## src/rtl/npc_pc_ras.sv

```systemverilog
// rtl/npc_pc_ras.sv - F-stage PC register, next-PC select and return-address stack
// Optional jr hit/miss performance counters are built when NPC_PERF_CNT_EN is defined.
module npc_pc_ras #(
  parameter int          RAS_DEPTH = 8,
  parameter logic [31:0] RESET_PC  = 32'h0000_3000,
  parameter logic [31:0] EXC_PC    = 32'h0000_4180
) (
  input  logic                             clk,
  input  logic                             reset,
  input  logic                             stall,
  input  logic [3:0]                       npc_op,
  input  logic [31:0]                      ins,
  input  logic [31:0]                      pc_d,
  input  logic [31:0]                      rs,
  input  logic                             equ,
  input  logic                             zero_greater,
  input  logic                             zero_equ,
  input  logic                             zero_less,
  input  logic                             exc_req,
  input  logic                             eret,
  input  logic [31:0]                      epc,
  output logic [31:0]                      pc_f,
  output logic [31:0]                      npc,
  output logic [31:0]                      pc8,
  output logic                             ras_hit,
  output logic [$clog2(RAS_DEPTH+1)-1:0]   ras_count,
  output logic [31:0]                      jr_hit_cnt,
  output logic [31:0]                      jr_miss_cnt
);

  localparam int PTR_W = $clog2(RAS_DEPTH);
  localparam int CNT_W = $clog2(RAS_DEPTH + 1);

  localparam logic [3:0] OP_PC4  = 4'd0;
  localparam logic [3:0] OP_BEQ  = 4'd1;
  localparam logic [3:0] OP_JAL  = 4'd2;
  localparam logic [3:0] OP_JR   = 4'd3;
  localparam logic [3:0] OP_BGEZ = 4'd4;
  localparam logic [3:0] OP_BNE  = 4'd5;
  localparam logic [3:0] OP_BLEZ = 4'd6;
  localparam logic [3:0] OP_BLTZ = 4'd7;
  localparam logic [3:0] OP_BGTZ = 4'd8;
  localparam logic [3:0] OP_JALR = 4'd9;
  localparam logic [3:0] OP_J    = 4'd10;

  logic [31:0]      pc4;
  logic [31:0]      br_target;
  logic [31:0]      jump_target;
  logic             br_taken;
  logic             accepted;
  logic             ras_push;
  logic             ras_pop;
  logic [31:0]      ras_mem [RAS_DEPTH];
  logic [PTR_W-1:0] ras_ptr;
  logic [PTR_W-1:0] top_idx;
  logic [31:0]      ras_top;
  logic             unused_ins;

  // Opcode/function bits are decoded upstream into npc_op.
  assign unused_ins = ^ins[31:26];

  assign pc4         = pc_f + 32'd4;
  assign pc8         = pc_d + 32'd8;
  assign br_target   = pc_d + 32'd4 + {{14{ins[15]}}, ins[15:0], 2'b00};
  assign jump_target = {pc_d[31:28], ins[25:0], 2'b00};

  always_comb begin
    br_taken = 1'b0;
    case (npc_op)
      OP_BEQ:  br_taken = equ;
      OP_BNE:  br_taken = !equ;
      OP_BGEZ: br_taken = zero_greater | zero_equ;
      OP_BLEZ: br_taken = zero_equ | zero_less;
      OP_BLTZ: br_taken = zero_less;
      OP_BGTZ: br_taken = zero_greater;
      default: br_taken = 1'b0;
    endcase
  end

  always_comb begin
    npc = pc4;
    case (npc_op)
      OP_PC4:           npc = pc4;
      OP_JAL, OP_J:     npc = jump_target;
      OP_JR, OP_JALR:   npc = rs;
      default:          npc = br_taken ? br_target : pc4;
    endcase
  end

  // The pointer addresses the next free slot; the top is the slot just below it.
  assign top_idx = ras_ptr - PTR_W'(1);
  assign ras_top = ras_mem[top_idx];
  assign ras_hit = (npc_op == OP_JR) && (ras_count != '0) && (ras_top == rs);

  assign accepted = !reset && !exc_req && !eret && !stall;
  assign ras_push = accepted && ((npc_op == OP_JAL) || (npc_op == OP_JALR));
  assign ras_pop  = accepted && (npc_op == OP_JR) && (ras_count != '0);

  always_ff @(posedge clk) begin
    if (reset) begin
      pc_f <= RESET_PC;
    end else if (exc_req) begin
      pc_f <= EXC_PC;
    end else if (eret) begin
      pc_f <= epc;
    end else if (!stall) begin
      pc_f <= npc;
    end
  end

  // Overflow wraps the pointer so the oldest return address is overwritten.
  always_ff @(posedge clk) begin
    if (reset) begin
      ras_ptr   <= '0;
      ras_count <= '0;
    end else if (ras_push) begin
      ras_ptr <= ras_ptr + PTR_W'(1);
      if (ras_count != CNT_W'(RAS_DEPTH)) begin
        ras_count <= ras_count + CNT_W'(1);
      end
    end else if (ras_pop) begin
      ras_ptr   <= top_idx;
      ras_count <= ras_count - CNT_W'(1);
    end
  end

  always_ff @(posedge clk) begin
    if (ras_push) begin
      ras_mem[ras_ptr] <= pc8;
    end
  end

`ifdef NPC_PERF_CNT_EN
  always_ff @(posedge clk) begin
    if (reset) begin
      jr_hit_cnt  <= 32'h0;
      jr_miss_cnt <= 32'h0;
    end else if (accepted && (npc_op == OP_JR)) begin
      if (ras_hit) begin
        jr_hit_cnt <= jr_hit_cnt + 32'd1;
      end else begin
        jr_miss_cnt <= jr_miss_cnt + 32'd1;
      end
    end
  end
`else
  assign jr_hit_cnt  = 32'h0;
  assign jr_miss_cnt = 32'h0;
`endif

endmodule

```

## config.mk

```make
export PLATFORM = sky130hd
export DESIGN_NAME = npc_pc_ras
export DESIGN_NICKNAME = d
export VERILOG_FILES = /design/src/rtl/npc_pc_ras.sv
export SDC_FILE = /design/constraint.sdc
export NUM_CORES = 1
export LEC_CHECK = 0
export BUFFER_PORTS_ARGS = -buffer_cell sky130_fd_sc_hd__buf_2
export CELL_PAD_IN_SITES_DETAIL_PLACEMENT = 0
export CELL_PAD_IN_SITES_GLOBAL_PLACEMENT = 1
export CORE_UTILIZATION = 30
export CTS_CLUSTER_SIZE = 16
export DETAILED_ROUTE_END_ITERATION = 8
export PLACE_DENSITY_LB_ADDON = 0.08
export SYNTH_ARGS = -nofsm -noshare
export SYNTH_HDL_FRONTEND = slang
export SYNTH_SLANG_ARGS = --single-unit
export TNS_END_PERCENT = 100
```

## constraint.sdc

```tcl
create_clock -name clk -period 7.07 [get_ports clk]
set_input_delay 1.0605 -clock clk [delete_from_list [all_inputs] [get_ports clk]]
set_output_delay 1.0605 -clock clk [all_outputs]
set_load 0.03 [all_outputs]
```

After elaboration in Yosys (flattened, before gate mapping)
Memory sizes are Yosys's and may differ from the RTL's.
Cells that the tools add are included.
{"block": "word_totals", "word_cells": 64, "output_inout_bits": 165, "mem_count": 1, "register_bits": 39, "mem_bits_rw": 256, "input_bits": 141}
{"memory": "ras_mem", "words": 8, "width": 32, "rd": 1, "rd_clocked_by_memory_dff": 0, "write_ports": 1, "line": "53", "text": "logic [31:0] ras_mem [RAS_DEPTH];"}
{"block": "op_classes", "n_addsub": 8, "n_mux": 13, "n_reduce_logical": 21, "eq_ne": 15, "n_bitwise": 2}
{"operator": "$mux W32", "count": 3}
{"operator": "$pmux W32 S3", "count": 1}
{"operator": "$add A32 B3 Y32 const B", "count": 2}
{"operator": "$add A32 B32 Y32", "count": 1}
{"operator": "$add A32 B4 Y32 const B", "count": 1}
{"operator": "$eq A32 B32 Y1", "count": 1}
{"operator": "$eq A4 B3 Y1 const B", "count": 4}
{"operator": "$mux W15", "count": 1}
{"operator": "$eq A4 B4 Y1 const B", "count": 3}
{"operator": "$mux W4", "count": 3}
{"operator": "$eq A4 B2 Y1 const B", "count": 2}
{"operator": "$logic_and A1 B1 Y1", "count": 8}
{"operator": "$mux W3", "count": 2}
{"operator": "$pmux W1 S6", "count": 1}
{"operator": "$reduce_or A2 Y1", "count": 3}
{"operator": "$logic_not A1 Y1", "count": 5}
{"operator": "$add A4 B1 Y4 const B", "count": 1}
{"operator": "$eq A4 B1 Y1 const B", "count": 1}
{"operator": "$logic_not A4 Y1", "count": 1}
{"operator": "$ne A2 B1 Y1 const B", "count": 2}
{"operator": "$ne A4 B4 Y1 const B", "count": 1}
{"operator": "$reduce_bool A4 Y1", "count": 1}
{"operator": "$sub A4 B1 Y4 const B", "count": 1}
{"operator": "$add A3 B1 Y3 const B", "count": 1}
{"operator": "7 further kinds", "count": 9}

Depth between registers and ports, before layout
{"block": "depth", "word_depth": 8, "mapped_depth": 15, "depth_no_buf": 15}

Worst setup path before layout
No wires, ideal clock.
{"block": "synth_timing", "kind": "input -> register", "from": "in npc_op[0]", "to": "mem ras_mem[0][0] (enable)", "slack_ns": 1.278, "path_stages": 6, "setup_time_ns": 0.502, "arrival_ns": 5.290, "path_cell_list": "clkbuf_1 -> and3_1 -> a21oi_1 -> nor3_1 -> inv_1 -> nor4_1"}
{"block": "synth_via", "elab_chain_cells": 5, "elab_cells_between_ends": 6, "classes_between": "2 x eq/ne; 2 x mux; 2 x reduce/logical"}
{"element": "from (decl)", "line": "11", "text": "input logic [3:0] npc_op,"}
{"element": "$eq A4 B2 Y1 or $eq A4 B4 Y1 (tied branches)", "line": "96", "text": "assign ras_push = accepted && ((npc_op == OP_JAL) || (npc_op == OP_JALR));"}
{"element": "$logic_or A1 B1 Y1 (*)", "line": "96"}
{"element": "$logic_and A1 B1 Y1 (*)", "line": "96"}
{"element": "$mux W1 (*)", "line": "128", "text": "if (ras_push) begin"}
{"element": "$mux W1 (implied by the code) (*)", "line": "129", "text": "ras_mem[ras_ptr] <= pc8;"}
{"element": "to (decl)", "line": "53"}
Mark *: on every way between the ends. The rest lies on a longest branch, timed or not.

Worst setup path after layout
{"block": "layout_timing", "from": "reg ras_ptr[0]", "to": "out ras_hit"}
{"block": "layout_via", "elab_chain_cells": 4}
{"element": "from (decl)", "line": "54", "text": "logic [PTR_W-1:0] ras_ptr;"}
{"element": "from (signal assigned)", "line": "117", "text": "ras_ptr <= ras_ptr + PTR_W'(1);"}
{"element": "from (signal assigned)", "line": "122", "text": "ras_ptr <= top_idx;"}
{"element": "$sub A3 B1 Y3", "line": "91", "text": "assign top_idx = ras_ptr - PTR_W'(1);"}
{"element": "$mem_v2 Z8 W32"}
{"element": "$eq A32 B32 Y1", "line": "93", "text": "assign ras_hit = (npc_op == OP_JR) && (ras_count != '0) && (ras_top == rs);"}
{"element": "$logic_and A1 B1 Y1", "line": "93"}
{"element": "to (decl)", "line": "25", "text": "output logic ras_hit,"}
Every way passes these cells.

==> reports/summary.txt <==
Status = complete, no violations
Clock Skew = 0.00861 ns
Post-synthesis async set-or-reset flop share = 0
Synth Flop Type = edfxtp_1
Crit start category = register
EDFF count, synth = 256
Final cell area excluding filler cells = 19300 µm²
Die X = 235 µm
Clock sink count = 295
Initial core utilization = 0.303
DR vias = 11658
Largest net degree at the start of global routing = 62
Vias in the first global route = 11555
All-layer global routing usage = 0.214
# hold bufs at CTS = 0
Layout area overhead = 18.0%
Inserted Clock Buffers = 35
Post-synthesis adder-cell area fraction = 0.0508
Leakage = 7.42 nW
WS Path Type = register to primary output
Complex-gate fraction of the synthesized area = 0.0935
Post-placement cell area = 18100 µm²
R2r endpoint = pc_f[14]$_SDFFE_PP0P_
Maximum fanout along the worst path = 26
RSZ-0062 raised after global routing = no
Seq cells post-synth = 295
Yosys cell types = 69
Setup TNS = 0 ns
Fin. Hold Viols = 0
Critical Path Start = ras_ptr[0]$_SDFFE_PP0P_
DRC Markers = 0
Hold Path Class = register to register
Iter 0 DRT Violations = 776
Root Buffer = clkbuf_16
Synth warn = 0
Worst Reg2Reg Path Length in Cells = 10
Mux share of post-synthesis cell area = 0.120
# nets final = 1747
Crit path DAT = 4.93 ns
Post-DP HPWL = 43600 µm
Hold path cells = 2
Power Dens Cells = 234 nW/µm²
Post-Synth XOR/XNOR Area = 0.0628
Tmin final = 5.99 ns
Setup violations, final = 0
Core Area = 53800 µm²
Slack of the worst reg-to-reg path = 4.04 ns
H-Tree Level Count = 2
RePlAce Congestion = 0.855
Routed WL = 59700 µm
DP Cell Count = 2200
Reg clk slew, reported paths = 0.06 ns
First-pass GRT wire length = 85200 µm
Max Slew Vio Count = 0
Peak VDD IR = 0.132 mV
Vias/cell = 5.15
Internal = 0.00317 W
Critical Path End = ras_hit
Number of setup buffers added after CTS = 0
DIE HEIGHT = 235 µm
Largest family of logic cells by synthesized area = multiplexers
Cell Rows = 85
Clk pwr share = 0.393
Clock tree buffer depth = 3
R2r startpoint = pc_f[2]$_SDFFE_PP0P_
Worst Max-Slew Pin Slew = 1.11 ns
Post-Layout Cell Count = 2265
Initial antenna violation count = 6
Buffers added on ports = 235
TritonCTS clock tree = built
Post-cts sizing count = 0
Simple-gate share of the synthesized area = 0.0984
Fmax = 167 MHz
Top-Level Pins = 306
Congestion Overflow GR = 0
Total power draw = 0.00450 W
Type of destination of the critical path = primary output
First-pass DRT Iterations = 5
Fin crit share = 0.848
Net Sw Power = 0.00133 W
Synth Cell Area = 16300 µm²
WP data required = 6.01 ns
Clk Latency, worst-skew pair = 0.55 ns
Final antenna-violating net count = 0
Post-Syn Instances = 1303
Sequential Power Share = 0.427
Syn avg cell area = 12.5 µm²
Sequential area share after synthesis = 0.519
Slew headroom = 0.257
WL/cell = 26.3 µm
Sw Ratio = 0.295
Gate power share = 0.179
Share of cells above drive strength 1 = 0.259
Max Cap Viol = 0
Die Area = 55300 µm²
-- Yosys cell counts, types with 34 or more instances --
cell / instances / share of area
inv_1: 34 / 0.0078
xnor2_1: 78 / 0.042
ha_1: 63 / 0.048
nand2_1: 76 / 0.017
buf_4: 68 / 0.031
nand3_1: 36 / 0.011
a21oi_1: 59 / 0.018
mux2i_1: 49 / 0.030
dfxtp_1: 39 / 0.048
edfxtp_1: 256 / 0.47
mux4_2: 64 / 0.088
nor2_1: 79 / 0.018
xor2_1: 39 / 0.021
o21ai_0: 50 / 0.015
clkbuf_1: 42 / 0.0097
-- worst min path at each step --
stage	from	end	slack, ns
after floorplan	ras_ptr[1]$_SDFFE_PP0P_	ras_ptr[1]$_SDFFE_PP0P_	0.50
after CTS	ras_count[2]$_SDFFE_PP0P_	ras_count[2]$_SDFFE_PP0P_	0.55
after detailed placement	ras_count[2]$_SDFFE_PP0P_	ras_count[2]$_SDFFE_PP0P_	0.54
final	ras_count[2]$_SDFFE_PP0P_	ras_count[2]$_SDFFE_PP0P_	0.55
after global placement	ras_count[2]$_SDFFE_PP0P_	ras_count[2]$_SDFFE_PP0P_	0.54
after global routing	ras_count[2]$_SDFFE_PP0P_	ras_count[2]$_SDFFE_PP0P_	0.58
-- worst max-delay path: stages, from the launching register on --
cell	delay, ns
dfxtp_4	0.68
inv_1	0.17
ha_2	0.26
xor2_4	0.87
mux2i_1	0.32
xnor2_1	0.10
nor4_1	0.47
nand4_1	0.27
or4_1	0.68
nor4_2	0.31
buf_2	0.24
-- state kept, by name, indices dropped and copies added, names as in the netlist --
| register | cells |
|---|---|
| ras_mem | 256 |
| ras_ptr | 3 |
| pc_f | 32 |
| ras_count | 4 |
-- routing by layer --
metal,up-vias,track usage,wire length [µm]
li1,5345,-,-
met1,5845,0.302,27900
met2,393,0.338,27400
met3,71,0.0396,3210
met4,4,0.0559,1210
met5,-,0,28
-- power by group through the flow --
stage                     combinational (W)  clock, W  sequential (W)
after floorplan                    0.000510         0         0.00197
after global placement             0.000804         0         0.00196
after detailed placement           0.000805         0         0.00196
after CTS                          0.000809   0.00182         0.00193
after global routing               0.000869   0.00189         0.00193
final                              0.000808   0.00177         0.00193
-- metrics by stage --
stage	hold WS (ns)	util	setup WS (ns)
2_1_floorplan	0.502	-	1.28
3_3_place_gp	0.535	0.337	1.45
3_5_place_dp	0.544	0.337	1.45
4_1_cts	0.554	0.358	0.856
5_1_grt	0.579	0.358	0.780
6_report	0.547	0.358	1.08
-- logic make-up after synthesis --
| kind of cell | after synthesis |
|---|---|
| DFF | 295 |
| adders and majority gates | 65 |
| muxes | 116 |
| other | 1 |
| and+or+nand+nor | 323 |
| buffers and inverters | 157 |
| xor gates and xnor gates | 117 |
| AOI/OAI and AO/OA | 229 |
-- cell usage in the layout (no fill, tap or decap), types with 34 or more instances in the layout --
cell type / count
dfxtp_1: 38
clkbuf_16: 36
nand3_1: 36
ha_1: 62
mux4_2: 64
conb_1: 64
xor2_1: 38
a21oi_1: 59
inv_1: 34
nand2_1: 76
buf_2: 235
o21ai_0: 50
xnor2_1: 78
mux2i_1: 49
edfxtp_1: 256
nor2_1: 76
-- final cells by class --
cell class,instances,area [µm²]
tap,696,871
clock buffer,45,945
clock inverter,16,171
timing repair buffer,261,1380
inverter,34,128
antenna,4,10.0
multi-input combinational,914,7280
sequential,295,8470
fill,5384,34600
Power figures use the tool's default switching activity.
